===== src/rtl/instr_issue_buffer_if.sv =====
// Purpose: bundles the instruction-memory read port, the pre-decoder
// handshake and the issue-history / PC-enable outputs of the issue buffer.
// Ports (as seen by the buffer through the slave modport):
//   in : imem_data, imem_data2, pd_pc_en, pd_instr_sel, pd_store_instr,
//        pd_out_instr, branch_flush
//   out: instr, instr2, last_instr, last3_instr, pc_en, buf_state
interface instr_issue_buffer_if #(
  parameter int unsigned ISIZE = 16
);
  logic [ISIZE-1:0] imem_data;
  logic [ISIZE-1:0] imem_data2;
  logic             pd_pc_en;
  logic             pd_instr_sel;
  logic [ISIZE-1:0] pd_store_instr;
  logic [ISIZE-1:0] pd_out_instr;
  logic             branch_flush;
  logic [ISIZE-1:0] instr;
  logic [ISIZE-1:0] instr2;
  logic [ISIZE-1:0] last_instr;
  logic [ISIZE-1:0] last3_instr;
  logic             pc_en;
  logic [1:0]       buf_state;

  // Environment side: memory plus pre-decoder.
  modport master (
    output imem_data, imem_data2, pd_pc_en, pd_instr_sel, pd_store_instr,
           pd_out_instr, branch_flush,
    input  instr, instr2, last_instr, last3_instr, pc_en, buf_state
  );

  // Issue buffer side.
  modport slave (
    input  imem_data, imem_data2, pd_pc_en, pd_instr_sel, pd_store_instr,
           pd_out_instr, branch_flush,
    output instr, instr2, last_instr, last3_instr, pc_en, buf_state
  );
endinterface


===== src/rtl/instr_issue_buffer.sv =====
// Purpose: fetch-side issue buffer feeding the pre-decoder. Presents the
// instruction pair, keeps a hold register for stalls and for replaying the
// older word displaced by a lw/sw reorder, tracks the issue history and
// gates the PC enable.
// Ports:
//   clk  - clock, all state on rising edge
//   rst  - asynchronous active-high reset
//   bus  - instr_issue_buffer_if.slave (memory words, pre-decoder decisions,
//          branch flush in; instr/instr2, history, pc_en, buf_state out)
module instr_issue_buffer #(
  parameter int unsigned      ISIZE     = 16,
  parameter logic [ISIZE-1:0] STALL_NOP = ISIZE'(16'h7000),
  parameter logic [ISIZE-1:0] BUBBLE    = ISIZE'(16'h0000)
) (
  input  logic                  clk,
  input  logic                  rst,
  instr_issue_buffer_if.slave   bus
);

  typedef enum logic [1:0] {
    NORMAL  = 2'd0,
    STALL   = 2'd1,
    SWAPPED = 2'd2
  } state_t;

  state_t           state;
  state_t           state_next;
  logic [ISIZE-1:0] hold;
  logic [ISIZE-1:0] hold_next;
  logic [ISIZE-1:0] h1;
  logic [ISIZE-1:0] h2;
  logic [ISIZE-1:0] h3;
  logic [ISIZE-1:0] h1_next;
  logic [ISIZE-1:0] instr_mux;
  logic [ISIZE-1:0] instr2_mux;
  logic             swap;
  logic             illegal_sel;

  // State register.
  always_ff @(posedge clk or posedge rst) begin
    if (rst) begin
      state <= NORMAL;
    end else begin
      state <= state_next;
    end
  end

  // Swap: pre-decoder issued the lookahead word ahead of the current one.
  // The inequality keeps identical adjacent words from looking like a swap.
  assign swap = bus.pd_pc_en
              & (bus.pd_out_instr == instr2_mux)
              & (bus.pd_out_instr != instr_mux)
              & (state != SWAPPED);

  // Next state and hold-register update, flush has top priority.
  always_comb begin
    state_next = NORMAL;
    hold_next  = hold;
    if (bus.branch_flush) begin
      state_next = NORMAL;
      hold_next  = BUBBLE;
    end else if (!bus.pd_pc_en) begin
      hold_next  = bus.pd_store_instr;
      state_next = (state == SWAPPED) ? SWAPPED : STALL;
    end else if (swap) begin
      hold_next  = bus.pd_store_instr;
      state_next = SWAPPED;
    end else begin
      state_next = NORMAL;
    end
  end

  // Output mux driven by the current state.
  always_comb begin
    instr_mux  = bus.imem_data;
    instr2_mux = bus.imem_data2;
    case (state)
      STALL: begin
        instr_mux  = hold;
        instr2_mux = bus.imem_data2;
      end
      SWAPPED: begin
        instr_mux  = hold;
        instr2_mux = BUBBLE;
      end
      default: begin
        instr_mux  = bus.imem_data;
        instr2_mux = bus.imem_data2;
      end
    endcase
  end

  // Stalled or flushed slots enter the history as the stall NOP.
  assign h1_next = (bus.branch_flush || !bus.pd_pc_en) ? STALL_NOP : bus.pd_out_instr;

  // Hold register and issue history chain.
  always_ff @(posedge clk or posedge rst) begin
    if (rst) begin
      hold <= BUBBLE;
      h1   <= STALL_NOP;
      h2   <= STALL_NOP;
      h3   <= STALL_NOP;
    end else begin
      hold <= hold_next;
      h1   <= h1_next;
      h2   <= h1;
      h3   <= h2;
    end
  end

  assign bus.instr       = instr_mux;
  assign bus.instr2      = instr2_mux;
  assign bus.last_instr  = h1;
  assign bus.last3_instr = h3;
  assign bus.pc_en       = bus.pd_pc_en & ~bus.branch_flush;
  assign bus.buf_state   = state;

  // Replay request while the PC is enabled is a pre-decoder protocol error.
  assign illegal_sel = bus.pd_instr_sel & bus.pd_pc_en;

  illegal_sel_chk : assert property (@(posedge clk) disable iff (rst) !illegal_sel)
    else $error("instr_issue_buffer: instr_sel asserted with PC_En");

endmodule


===== src/flat_wrapper.sv =====
// flat-port wrapper written by rule: the top's interface ports become plain ports
module instr_issue_buffer_flat 
#(
  parameter int unsigned      ISIZE     = 16,
  parameter logic [ISIZE-1:0] STALL_NOP = ISIZE'(16'h7000),
  parameter logic [ISIZE-1:0] BUBBLE    = ISIZE'(16'h0000)
)
  (clk, rst, bus_imem_data, bus_imem_data2, bus_pd_pc_en, bus_pd_instr_sel, bus_pd_store_instr, bus_pd_out_instr, bus_branch_flush, bus_instr, bus_instr2, bus_last_instr, bus_last3_instr, bus_pc_en, bus_buf_state);
  instr_issue_buffer_if #(.ISIZE(ISIZE)) bus_i ();
  input  logic clk;
  input  logic rst;
  input wire logic [$bits(bus_i.imem_data)-1:0] bus_imem_data;
  input wire logic [$bits(bus_i.imem_data2)-1:0] bus_imem_data2;
  input wire logic [$bits(bus_i.pd_pc_en)-1:0] bus_pd_pc_en;
  input wire logic [$bits(bus_i.pd_instr_sel)-1:0] bus_pd_instr_sel;
  input wire logic [$bits(bus_i.pd_store_instr)-1:0] bus_pd_store_instr;
  input wire logic [$bits(bus_i.pd_out_instr)-1:0] bus_pd_out_instr;
  input wire logic [$bits(bus_i.branch_flush)-1:0] bus_branch_flush;
  output wire logic [$bits(bus_i.instr)-1:0] bus_instr;
  output wire logic [$bits(bus_i.instr2)-1:0] bus_instr2;
  output wire logic [$bits(bus_i.last_instr)-1:0] bus_last_instr;
  output wire logic [$bits(bus_i.last3_instr)-1:0] bus_last3_instr;
  output wire logic [$bits(bus_i.pc_en)-1:0] bus_pc_en;
  output wire logic [$bits(bus_i.buf_state)-1:0] bus_buf_state;
  assign bus_i.imem_data = bus_imem_data;
  assign bus_i.imem_data2 = bus_imem_data2;
  assign bus_i.pd_pc_en = bus_pd_pc_en;
  assign bus_i.pd_instr_sel = bus_pd_instr_sel;
  assign bus_i.pd_store_instr = bus_pd_store_instr;
  assign bus_i.pd_out_instr = bus_pd_out_instr;
  assign bus_i.branch_flush = bus_branch_flush;
  assign bus_instr = bus_i.instr;
  assign bus_instr2 = bus_i.instr2;
  assign bus_last_instr = bus_i.last_instr;
  assign bus_last3_instr = bus_i.last3_instr;
  assign bus_pc_en = bus_i.pc_en;
  assign bus_buf_state = bus_i.buf_state;
  instr_issue_buffer #(.ISIZE(ISIZE), .STALL_NOP(STALL_NOP), .BUBBLE(BUBBLE)) u_core (.clk(clk), .rst(rst), .bus(bus_i));
endmodule

===== config.mk =====
export PLATFORM = sky130hd
export DESIGN_NAME = instr_issue_buffer_flat
export DESIGN_NICKNAME = d
export VERILOG_FILES = /design/src/rtl/instr_issue_buffer_if.sv /design/src/rtl/instr_issue_buffer.sv /design/src/flat_wrapper.sv
export SDC_FILE = /design/constraint.sdc
export NUM_CORES = 1
export LEC_CHECK = 0
export BUFFER_PORTS_ARGS = -buffer_cell sky130_fd_sc_hd__buf_2
export CAP_MARGIN = 20
export CORE_MARGIN = 4
export CORE_UTILIZATION = 43
export DETAILED_ROUTE_END_ITERATION = 7
export PLACE_DENSITY = 0.77
export SYNTH_ARGS = -nofsm -noshare
export SYNTH_HDL_FRONTEND = slang
export SYNTH_SLANG_ARGS = --single-unit

===== constraint.sdc =====
create_clock -name clk -period 2.48 [get_ports clk]
set_clock_uncertainty 0.05 [all_clocks]
set_input_delay 0.62 -clock clk [delete_from_list [all_inputs] [get_ports clk]]
set_output_delay 0.62 -clock clk [all_outputs]
set_load 0.02 [all_outputs]

After elaboration in Yosys (flattened, before gate mapping)

Cells that the tools add are included.

Bits in registers: 66
Input port bits: 69
Logic and storage cells: 29

Equal/unequal tests: 6
Multiplexer cells: 10
Bitwise gates (word level): 5
Reductions and logical operators: 3

Operator list:

| cell                                                                    | number |
|---|---|
| 16-bit 2-to-1 mux                                                       | 6 |
| 16-bit == test                                                          | 1 |
| 16-bit inequality test                                                  | 1 |
| 2-bit 2-to-1 mux                                                        | 4 |
| 1-bit bitwise AND                                                       | 4 |
| 3-bit by 1-bit inequality test with 1-bit output, second input constant | 1 |
| 2-bit by 1-bit == test with 1-bit output, second input constant         | 1 |
| 2-bit == test, second input constant                                    | 1 |
| 2-bit inequality test, second input constant                            | 1 |
| 2-bit OR reduction                                                      | 1 |
| 1-bit logical NOT                                                       | 1 |
| 1-bit logical OR                                                        | 1 |
| 1-bit NOT                                                               | 1 |

Depth between registers and ports, before layout

Gate-level depths: netlist (run 1).

Depth after elaboration: 9
Depth in mapped cells: 11

Worst setup path after synthesis (run 1)

Ideal clock, no wire load.

Path type: reg2reg
Start: reg u_core.state[0], in the netlist u_core.bus.buf_state[0]
End: reg u_core.hold[0]
Data arrival time: 2.716 ns
Data required time: 2.351 ns
Setup slack: -0.365 ns
Cell stages (with the launch flop): 12
Path buffers: 3
Period minus slack after synthesis: 2.845 ns
Path through: dfrtp_1 -> inv_1 -> ha_1 -> buf_6 -> buf_12 -> mux2_2 -> xnor2_1 -> nor4_1 -> nand4_2 -> a41oi_4 -> buf_12 -> mux2i_1

Cells in the longest elaborated chain, start to end: 7

RTL lines:

| what                                                                             | line                      | RTL |
|---|---|---|
| from (decl)                                                                      | instr_issue_buffer.sv:26  | `state_t state;` |
| from (signal assigned)                                                           | instr_issue_buffer.sv:44  | `state <= state_next;` |
| 2-bit by 1-bit == test with 1-bit output / 2-bit == test (equally long branches) | instr_issue_buffer.sv:77  | `case (state)` |
| 2-bit OR reduction (no source line) (*)                                          | n/a                       |  |
| 16-bit 2-to-1 mux (*)                                                            | instr_issue_buffer.sv:77  |  |
| named net bus_instr[12]                                                          | flat_wrapper.sv:19        | `output wire logic [$bits(bus_i.instr)-1:0] bus_instr;` |
| 16-bit inequality test (*)                                                       | instr_issue_buffer.sv:52  | `& (bus.pd_out_instr != instr_mux)` |
| 1-bit bitwise AND (*)                                                            | instr_issue_buffer.sv:52  |  |
| 1-bit bitwise AND (*)                                                            | instr_issue_buffer.sv:53  | `& (state != SWAPPED);` |
| 3-bit by 1-bit inequality test with 1-bit output (no source line) (*)            | n/a                       |  |
| to (signal assigned)                                                             | instr_issue_buffer.sv:104 | `hold <= hold_next;` |
| to (decl)                                                                        | instr_issue_buffer.sv:28  | `logic [ISIZE-1:0] hold;` |

Mark *: on every way through the listed nets, which the timed path passes. The rest lies on a longest branch.
A chain may end at the register's enable or synchronous reset.

Worst setup path in the final report (run 1)

Start: reg u_core.state[1], in the netlist u_core.bus.buf_state[1]
End: reg u_core.hold[15]

Cells in the longest elaborated chain, start to end: 7

RTL lines:

| what                                                                             | line |
|---|---|
| 2-bit == test / 2-bit by 1-bit == test with 1-bit output (equally long branches) | instr_issue_buffer.sv:77 |
| 16-bit 2-to-1 mux / 2-bit OR reduction (equally long branches)                   | n/a |
| 16-bit == test / 16-bit 2-to-1 mux (equally long branches)                       | instr_issue_buffer.sv:51, instr_issue_buffer.sv:77 |
| 1-bit bitwise AND / 16-bit inequality test (equally long branches)               | instr_issue_buffer.sv:51, instr_issue_buffer.sv:52 |
| 1-bit bitwise AND                                                                | instr_issue_buffer.sv:52 |
| 1-bit bitwise AND (*)                                                            | instr_issue_buffer.sv:53 |
| 3-bit by 1-bit inequality test with 1-bit output (no source line) (*)            | n/a |

Mark *: on every way between the ends. The rest lies on a longest branch, timed or not.

==> results of run 1 <==
## timing repair
action,in CTS,in global routing
pin swaps,4,4
cloned,1,1
endpoints found under the setup margin,19,22
resized for setup,4,24
buffers inserted,3,4
## layer usage
layer / GRT usage / share of wire
met1: 0.225 / 0.42
met2: 0.316 / 0.49
met3: 0.0585 / 0.076
met4: 0.0635 / 0.015
met5: 0 / 0
## final cells by class
class                   count  share of cell area
multi-input cells         160               0.313
well taps                  96              0.0275
clock inverters             6              0.0212
flip-flops and latches     66               0.381
inverters                  12              0.0103
repair buffers            156               0.218
clock buffers              10              0.0292
## worst max path at each step
stage | slack, ps | startpoint | end
after detailed placement | -260 | u_core.bus.buf_state[1]$_DFF_PP0_ | u_core.hold[15]$_DFFE_PP0P_
after global routing | -270 | u_core.bus.buf_state[1]$_DFF_PP0_ | u_core.hold[8]$_DFFE_PP0P_
after floorplan | -330 | u_core.bus.buf_state[1]$_DFF_PP0_ | u_core.hold[0]$_DFFE_PP0P_
final | -160 | u_core.bus.buf_state[1]$_DFF_PP0_ | u_core.hold[15]$_DFFE_PP0P_
after CTS | -220 | u_core.bus.buf_state[1]$_DFF_PP0_ | u_core.hold[15]$_DFFE_PP0P_
after global placement | -210 | u_core.bus.buf_state[1]$_DFF_PP0_ | u_core.hold[12]$_DFFE_PP0P_
## worst register-to-register path, cell delays in order, from the launching register on
cell	delay (ps)
dfrtp_2	430
ha_4	320
buf_12	130
buf_6	100
mux2_4	320
xnor2_2	140
nor4_2	270
nand4_2	180
a41oi_4	240
buf_8	190
mux2i_1	200
## cell families after synthesis
logic type,count (synthesis),synth area share
flops,66,0.540
simple gates,87,0.187
compound gates,18,0.0467
buf+inv,22,0.0422
xor+xnor,22,0.0650
fa+ha+maj,1,0.00406
mux,32,0.115
## power groups by stage
stage	combinational (mW)	sequential [mW]	clock [mW]
after global placement	0.456	1.16	0
after global routing	0.533	1.15	1.07
after detailed placement	0.461	1.16	0
final	0.495	1.14	0.995
after floorplan	0.255	1.19	0
after CTS	0.476	1.14	1.02
## state kept, by name, summed over array words and instances, names as in the netlist
signal / count
u_core.bus.buf_state: 2
u_core.bus.last3_instr: 16
u_core.bus.last_instr: 16
u_core.h2: 16
u_core.hold: 16
## metrics by stage
stage	hold slack, ps	worst slack (ps)	setup TNS (ps)	power (mW)	instances
after floorplan	281	-328	-4430	1.44	248
after global placement	281	-209	-3300	1.62	483
after detailed placement	285	-260	-3850	1.63	483
after CTS	295	-221	-3370	2.64	503
after global routing	296	-274	-4210	2.75	506
final	286	-159	-2380	2.63	506
## cells in the final DEF (no fill, tap or decap), types with 10 or more instances in the layout
cell type / n
buf_2: 129
dfrtp_1: 55
nand2b_1: 24
nor2b_1: 16
mux2i_1: 16
mux2_4: 14
buf_6: 11
buf_4: 11
xor2_1: 10
or2b_1: 10
==> results.yml, run 1 <==
final_layout:
  areaGrowthSynthToFinish_pct: 41.8
  diodes: 0
  nNetsFinal: 475
  seq_area_um2: 1670
  fillers: 551
  drive_gt1_frac: 0.517
  multi_input_area_um2: 1370
  fin_util: 0.636
  postLayoutCellArea_um2: 4370
die:
  die_height_um: 92.6
  io_pins: 136
  die_x_um: 92.6
  rows: 30
  dieArea_um2: 8580
  coreArea_um2: 6870
  start_util: 0.448
detailed_routing:
  wirelength_mm: 7.98
  num_vias: 2406
  firstDrtPassIters: 5
  ant_nets: 0
  wl_per_cell_um: 15.8
  drtIter0Drc: 68
  vias_per_cell: 4.75
  drc_errors: 0
synth:
  syn_area_per_cell_um2: 12.4
  syn_inst: 248
  yosysMostFrequentCell: "dfrtp_1"
  synthArstFlopShare: 1.00
  synth_common_cells: "dfrtp_1, nand2b_1, mux2i_1, nor2b_1, mux2_2"
  synth_area_leaders: "dfrtp_1, dfstp_2, mux2i_1, nand2b_1, mux2_2"
  syn_nets: 318
  synth-seq-cells: 66
  synth_ff_type: "dfrtp_1"
  yosys_warnings: 0
  syn_area_um2: 3080
  yosysTopAreaCellShare: 0.463
  synth_area_leader_cell: "dfrtp_1"
  synthDistinctLibCells: 41
  synth-edff-count: 0
  synth-seq-area-share: 0.540
timing:
  setup-violations-final: 17
  max_freq_ghz: 0.379
  maxSlewHeadroom: 0.634
  drv_slew: 0
  hold_viol: 0
  min_period_ps: 2640
  rsz0062_at_grt: "yes"
  timing.final.ws_setup_ps: -159
  tightest_slew_ps: 543
  period_share: 1.06
worst_setup_path:
  path_max_fanout: 8
  path_buf_inv: 3
  cp.arrival_ps: 2850
  path_depth: 10
  cp_slowest_cell: "dfrtp_2"
  r2r_start: "u_core.bus.buf_state[1]$_DFF_PP0_"
  required_ps: 2690
  cp_top_family: "multiplexers"
  rrSetupSlack_ps: -160
  path_cells: "ha_4 -> buf_12 -> buf_6 -> mux2_4 -> xnor2_2 -> nor4_2 -> nand4_2 -> a41oi_4 -> buf_8 -> mux2i_1"
  setup.worst_path.start_class: "register"
  r2r_cells: 10
  critPathKind: "reg -> reg"
  slowest_delay_ps: 430
  reg2reg_to: "u_core.hold[15]$_DFFE_PP0P_"
  endpoint_kind: "register"
pwr:
  clockPowerShare: 0.378
  combPwrFrac: 0.188
  p_int_mw: 1.92
  switching_power_uw: 712
  swShare: 0.270
  p_leak_nw: 2.26
  powerDensity_nw_per_um2: 603
  seq_power_share: 0.434
  irDropWorstVdd_mv: 0.220
placement:
  hpwl_mm: 5.97
  port_buffers: 134
  place_area_um2: 3970
  gp_congestion: 0.857
cts:
  cts_buffer_depth: 2
  cts-root-buf: "clkbuf_8"
  clk_latency_ps: 340
  cts_buffers: 9
  cts_hold_buf: 0
  htree_levels: 3
  cts_tree: "done"
  cts_sinks: 66
  path_clk_slew_ps: 70
grt:
  grt_usage: 0.186
  gr-total-overflow: 0
  grt_pass1_vias: 2448
  antenna_found_initial: 0
  grt_max_degree: 67
  grt_pass1_wl_mm: 12.2
hold_path:
  hold_class: "in -> async"
status:
  status: "finished, violations left"
  violations: "setup timing"
flow_run:
  maxCapViolations: 0
Note: power is estimated with default switching activity, not from simulation.
==> run 2, diff against run 1 <==
--- a/config.mk
+++ b/config.mk
@@ -5,12 +5,12 @@
 export SDC_FILE = /design/constraint.sdc
 export NUM_CORES = 1
 export LEC_CHECK = 0
-export BUFFER_PORTS_ARGS = -buffer_cell sky130_fd_sc_hd__buf_2
 export CAP_MARGIN = 20
 export CORE_MARGIN = 4
-export CORE_UTILIZATION = 43
+export CORE_UTILIZATION = 56
 export DETAILED_ROUTE_END_ITERATION = 7
-export PLACE_DENSITY = 0.77
+export DONT_BUFFER_PORTS = 1
+export PLACE_DENSITY = 0.74
 export SYNTH_ARGS = -nofsm -noshare
 export SYNTH_HDL_FRONTEND = slang
 export SYNTH_SLANG_ARGS = --single-unit
==> run 2 against run 1 <==
Net effect: the flow still finishes with violations (setup timing); utilization rose by 12 points; non-clock buffer count fell by 111; global-route usage rose by 5.0 points; flip-flop and latch count did not move; power rose by 5.0%; fmax fell by 2.6%; worst setup slack got worse by 71 ps; via count fell by 17%; sequential power rose by 4%.
==> results.yml, run 2 (same netlist as run 1, synthesis figures left out) <==
pwr:
  clockPowerShare: 0.433
  p_leak_nw: 1.85
  irDropWorstVdd_mv: 0.381
  combPwrFrac: 0.142
  swShare: 0.243
  seq_power_share: 0.425
  switching_power_uw: 673
  p_int_mw: 2.09
  powerDensity_nw_per_um2: 708
cts:
  cts_sinks: 66
  htree_levels: 3
  clk_latency_ps: 340
  cts-root-buf: "clkbuf_8"
  cts_buffer_depth: 2
  cts_tree: "done"
  cts_hold_buf: 0
  cts_buffers: 9
  path_clk_slew_ps: 70
final_layout:
  diodes: 0
  nNetsFinal: 364
  areaGrowthSynthToFinish_pct: 26.9
  mostFrequentLayoutCells: "dfrtp_1, buf_4, nand2b_1"
  drive_gt1_frac: 0.344
  mostFrequentLayoutCell: "dfrtp_1"
status:
  status: "finished, violations left"
  violations: "setup timing"
timing:
  drv_slew: 0
  maxSlewHeadroom: 0.667
  timing.final.ws_setup_ps: -231
  setup-violations-final: 20
  min_period_ps: 2710
  hold_viol: 0
  max_freq_ghz: 0.369
  rsz0062_at_grt: "yes"
  fin_setup_tns_ps: -3840
  period_share: 1.09
  tightest_slew_ps: 495
worst_setup_path:
  r2r_cells: 10
  reg2reg_to: "u_core.hold[8]$_DFFE_PP0P_"
  path_max_fanout: 8
  required_ps: 2690
  cp.arrival_ps: 2920
  r2r_start: "u_core.bus.buf_state[1]$_DFF_PP0_"
  setup.worst_path.start_class: "register"
  critPathLaunch: "u_core.bus.buf_state[1]$_DFF_PP0_"
  rrSetupSlack_ps: -230
  endpoint: "u_core.hold[8]$_DFFE_PP0P_"
  critPathKind: "reg -> reg"
  endpoint_kind: "register"
detailed_routing:
  vias_per_cell: 5.43
  num_vias: 2003
  wl_per_cell_um: 20.4
  firstDrtPassIters: 4
  drtIter0Drc: 120
  ant_nets: 0
  drc_errors: 0
  wirelength_mm: 7.55
grt:
  grt_pass1_wl_mm: 11.4
  antenna_found_initial: 0
  gr-total-overflow: 0
  grt_usage: 0.236
  grt_pass1_vias: 2223
  grt_max_degree: 67
placement:
  hpwl_mm: 5.30
  pre_cts_ws_ps: -232
  port_buffers: 0
  gp_congestion: 0.810
die:
  rows: 26
  die_x_um: 82.2
  io_pins: 136
  die_height_um: 82.2
  dieArea_um2: 6750
  coreArea_um2: 5200
  start_util: 0.592
hold_path:
  hold_class: "in -> async"
flow_run:
  maxCapViolations: 0
-- run 2: power by group through the flow --
stage | Clock (mW) | Combinational, mW | Sequential, mW
after floorplan | 0 | 0.255 | 1.19
after global placement | 0 | 0.330 | 1.19
after detailed placement | 0 | 0.334 | 1.20
after CTS | 1.21 | 0.385 | 1.18
after global routing | 1.26 | 0.420 | 1.18
final | 1.20 | 0.393 | 1.18
-- run 2: worst min path at each step --
stage                                          endpoint                   start  slack (ps)
floorplan           u_core.bus.last3_instr[0]$_DFF_PP0_  u_core.h2[0]$_DFF_PP0_         280
global placement    u_core.bus.last3_instr[3]$_DFF_PP0_  u_core.h2[3]$_DFF_PP0_         280
detailed placement  u_core.bus.last3_instr[7]$_DFF_PP0_  u_core.h2[7]$_DFF_PP0_         280
CTS                          u_core.hold[7]$_DFFE_PP0P_                     rst         190
global route                     u_core.h2[0]$_DFF_PP0_                     rst         200
finish                           u_core.h2[6]$_DFF_PP0_                     rst         180
-- run 2: stage by stage --
step | std cells | area (um2) | util | power [mW] | hold slack (ps)
after floorplan | 248 | 3120 | - | 1.44 | 281
after global placement | 342 | 3400 | 0.653 | 1.52 | 281
after detailed placement | 342 | 3400 | 0.653 | 1.53 | 285
after CTS | 370 | 3890 | 0.748 | 2.78 | 195
after global routing | 369 | 3910 | 0.751 | 2.86 | 199
final | 369 | 3910 | 0.751 | 2.77 | 175
-- run 2: repair_timing --
item                       in CTS  in global routing
pin swaps                       6                  4
setup buffers                  11                  1
gates resized for setup        25                 11
setup endpoints to repair      18                 24
cloned                          1                  0
-- run 2: layout make-up --
class / count / area [um2]
Sequential cell: 66 / 1670
Multi-Input combinational cell: 160 / 1420
Fill cell: 357 / 1290
Timing Repair Buffer: 45 / 425
Clock inverter: 6 / 138
Clock buffer: 10 / 128
Tap cell: 70 / 87.6
Inverter: 12 / 45.0
-- run 2: routing by layer --
metal  vias to the layer above  part of all wire  global-route usage
li1                        915                 -                   -
met1                       976              0.36               0.274
met4                         0             0.028               0.120
met2                        93              0.51               0.392
met3                        19             0.094              0.0770
met5                         -                 0                   0
-- run 2: critical path, cell delays in order (launching register included) --
cell,delay [ps]
dfrtp_2,430
ha_4,330
buf_6,140
buf_6,100
mux2_4,330
xnor2_4,150
nor4_4,240
nand4_2,180
a41oi_4,300
buf_6,200
mux2i_1,180
==> run 3, diff against run 2 <==
--- a/config.mk
+++ b/config.mk
@@ -6,11 +6,13 @@
 export NUM_CORES = 1
 export LEC_CHECK = 0
 export CAP_MARGIN = 20
+export CELL_PAD_IN_SITES_DETAIL_PLACEMENT = 2
+export CELL_PAD_IN_SITES_GLOBAL_PLACEMENT = 2
 export CORE_MARGIN = 4
-export CORE_UTILIZATION = 56
+export CORE_UTILIZATION = 35
 export DETAILED_ROUTE_END_ITERATION = 7
 export DONT_BUFFER_PORTS = 1
-export PLACE_DENSITY = 0.74
+export PLACE_DENSITY_LB_ADDON = 0.1
 export SYNTH_ARGS = -nofsm -noshare
 export SYNTH_HDL_FRONTEND = slang
 export SYNTH_SLANG_ARGS = --single-unit
==> run 3 against run 2 <==
Net effect: the run still ends with setup timing left; worst setup slack got worse by 7.3 ps; register-to-register slack about the same; non-clock buffer count decreased by 5; global-route usage decreased by 6.2 points; flip-flop and latch count unchanged; clock power decreased by 5%; sequential power about the same; count of clock-buffer cells in the layout unchanged; utilization decreased by 29 points; via count decreased by 1.4%; largest power group is now registers.
==> results.yml, run 3 (same netlist as run 1, synthesis figures left out) <==
final_layout:
  fin_util: 0.461
  fillers: 869
  nNetsFinal: 359
  mostFrequentLayoutCell: "dfrtp_1"
  diodes: 0
  areaGrowthSynthToFinish_pct: 25.3
  finalNonFillerCells: 399
  drive_gt1_frac: 0.333
  postLayoutCellArea_um2: 3860
  mostFrequentLayoutCells: "dfrtp_1, buf_4, nand2b_1"
timing:
  maxSlewHeadroom: 0.573
  period_share: 1.10
  setup-violations-final: 17
  hold_viol: 0
  tightest_slew_ps: 639
  drv_slew: 0
  hold_ws_ps: 191
  timing.final.ws_setup_ps: -238
  max_freq_ghz: 0.368
  min_period_ps: 2720
  rsz0062_at_grt: "yes"
cts:
  cts_tree: "done"
  cts_hold_buf: 0
  path_clk_slew_ps: 90
  clk_latency_ps: 340
  cts_buffer_depth: 2
  cts_sinks: 66
  htree_levels: 3
  cts-root-buf: "clkbuf_8"
  cts_buffers: 9
pwr:
  p_leak_nw: 1.80
  irDropWorstVdd_mv: 0.422
  powerDensity_nw_per_um2: 695
grt:
  grt_pass1_wl_mm: 13.2
  grt_max_degree: 42
  grt_pass1_vias: 2236
  grt_usage: 0.174
  gr-total-overflow: 0
  antenna_found_initial: 0
die:
  start_util: 0.368
  die_height_um: 102
  io_pins: 136
  rows: 33
  die_x_um: 102
  dieArea_um2: 10400
  coreArea_um2: 8380
flow_run:
  maxCapViolations: 0
status:
  status: "finished, violations left"
  violations: "setup timing"
detailed_routing:
  ant_nets: 0
  wl_per_cell_um: 21.9
  drtIter0Drc: 23
  wirelength_mm: 8.74
  drc_errors: 0
  firstDrtPassIters: 6
  vias_per_cell: 4.95
  num_vias: 1974
placement:
  pre_cts_ws_ps: -255
  gp_congestion: 0.794
  place_area_um2: 3460
  port_buffers: 0
  hpwl_mm: 6.45
  place_inst: 377
worst_setup_path:
  path_max_fanout: 8
  cp.arrival_ps: 2940
  required_ps: 2700
  critPathKind: "reg -> reg"
  setup.worst_path.start_class: "register"
  endpoint_kind: "register"
hold_path:
  hold_class: "in -> async"
## run 3: power breakdown
group / internal (mW) / switching (mW)
logic: 0.176 / 0.198
clock network: 0.674 / 0.461
registers: 1.13 / 0.0473
total: 1.98 / 0.706
## run 3: repair_timing
action | CTS | global route
endpoints found under the setup margin | 20 | 23
gates cloned | 1 | 0
pin swaps | 7 | 8
gates resized for setup | 13 | 14
buffers inserted | 6 | 2
## run 3: worst max-delay path, cell delays in order (launching register included)
cell	delay (ps)
dfrtp_2	430
ha_4	330
buf_6	130
mux2_4	320
xnor2_1	170
nor4_4	330
nand4_2	180
a41oi_4	300
buf_6	200
mux2i_1	190
## run 3: path summary, 6_finish.rpt
check                      cells after the start  slack [ps]                         startpoint                                   end
max                                            9        -240  u_core.bus.buf_state[1]$_DFF_PP0_            u_core.hold[1]$_DFFE_PP0P_
min                                            1         190                                rst  u_core.bus.last3_instr[15]$_DFF_PP0_
max reg2reg                                    9        -240  u_core.bus.buf_state[1]$_DFF_PP0_            u_core.hold[1]$_DFFE_PP0P_
min reg2reg                                    0         300             u_core.h2[2]$_DFF_PP0_   u_core.bus.last3_instr[2]$_DFF_PP0_
max in group asynchronous                      2        1480                                rst               u_core.h2[13]$_DFF_PP1_
min in group clk                               1         280                       bus_pd_pc_en     u_core.bus.buf_state[0]$_DFF_PP0_
## run 3: area by class of cell
class                   count  area, um2  share of cell area
clock inverters             6        115              0.0298
multi-input cells         160       1400               0.363
inverters                  12       45.0              0.0117
well taps                 105        131              0.0340
repair buffers             40        374              0.0969
flip-flops and latches     66       1670               0.431
clock buffers              10        128              0.0331
## run 3: stage by stage
stage	power [mW]	TNS, ps
6_report	2.68	-3750
5_1_grt	2.80	-5920
4_1_cts	2.71	-4280
3_5_place_dp	1.54	-3890
3_3_place_gp	1.53	-3530
2_1_floorplan	1.44	-4430
## run 3: layer usage
metal / vias to the layer above / part of all wire / GRT usage / routed length, um
met4: 0 / 0.015 / 0.0666 / 127
met2: 80 / 0.52 / 0.294 / 4520
li1: 901 / - / - / -
met3: 10 / 0.080 / 0.0519 / 697
met1: 983 / 0.39 / 0.211 / 3390
met5: - / 0 / 0 / 0
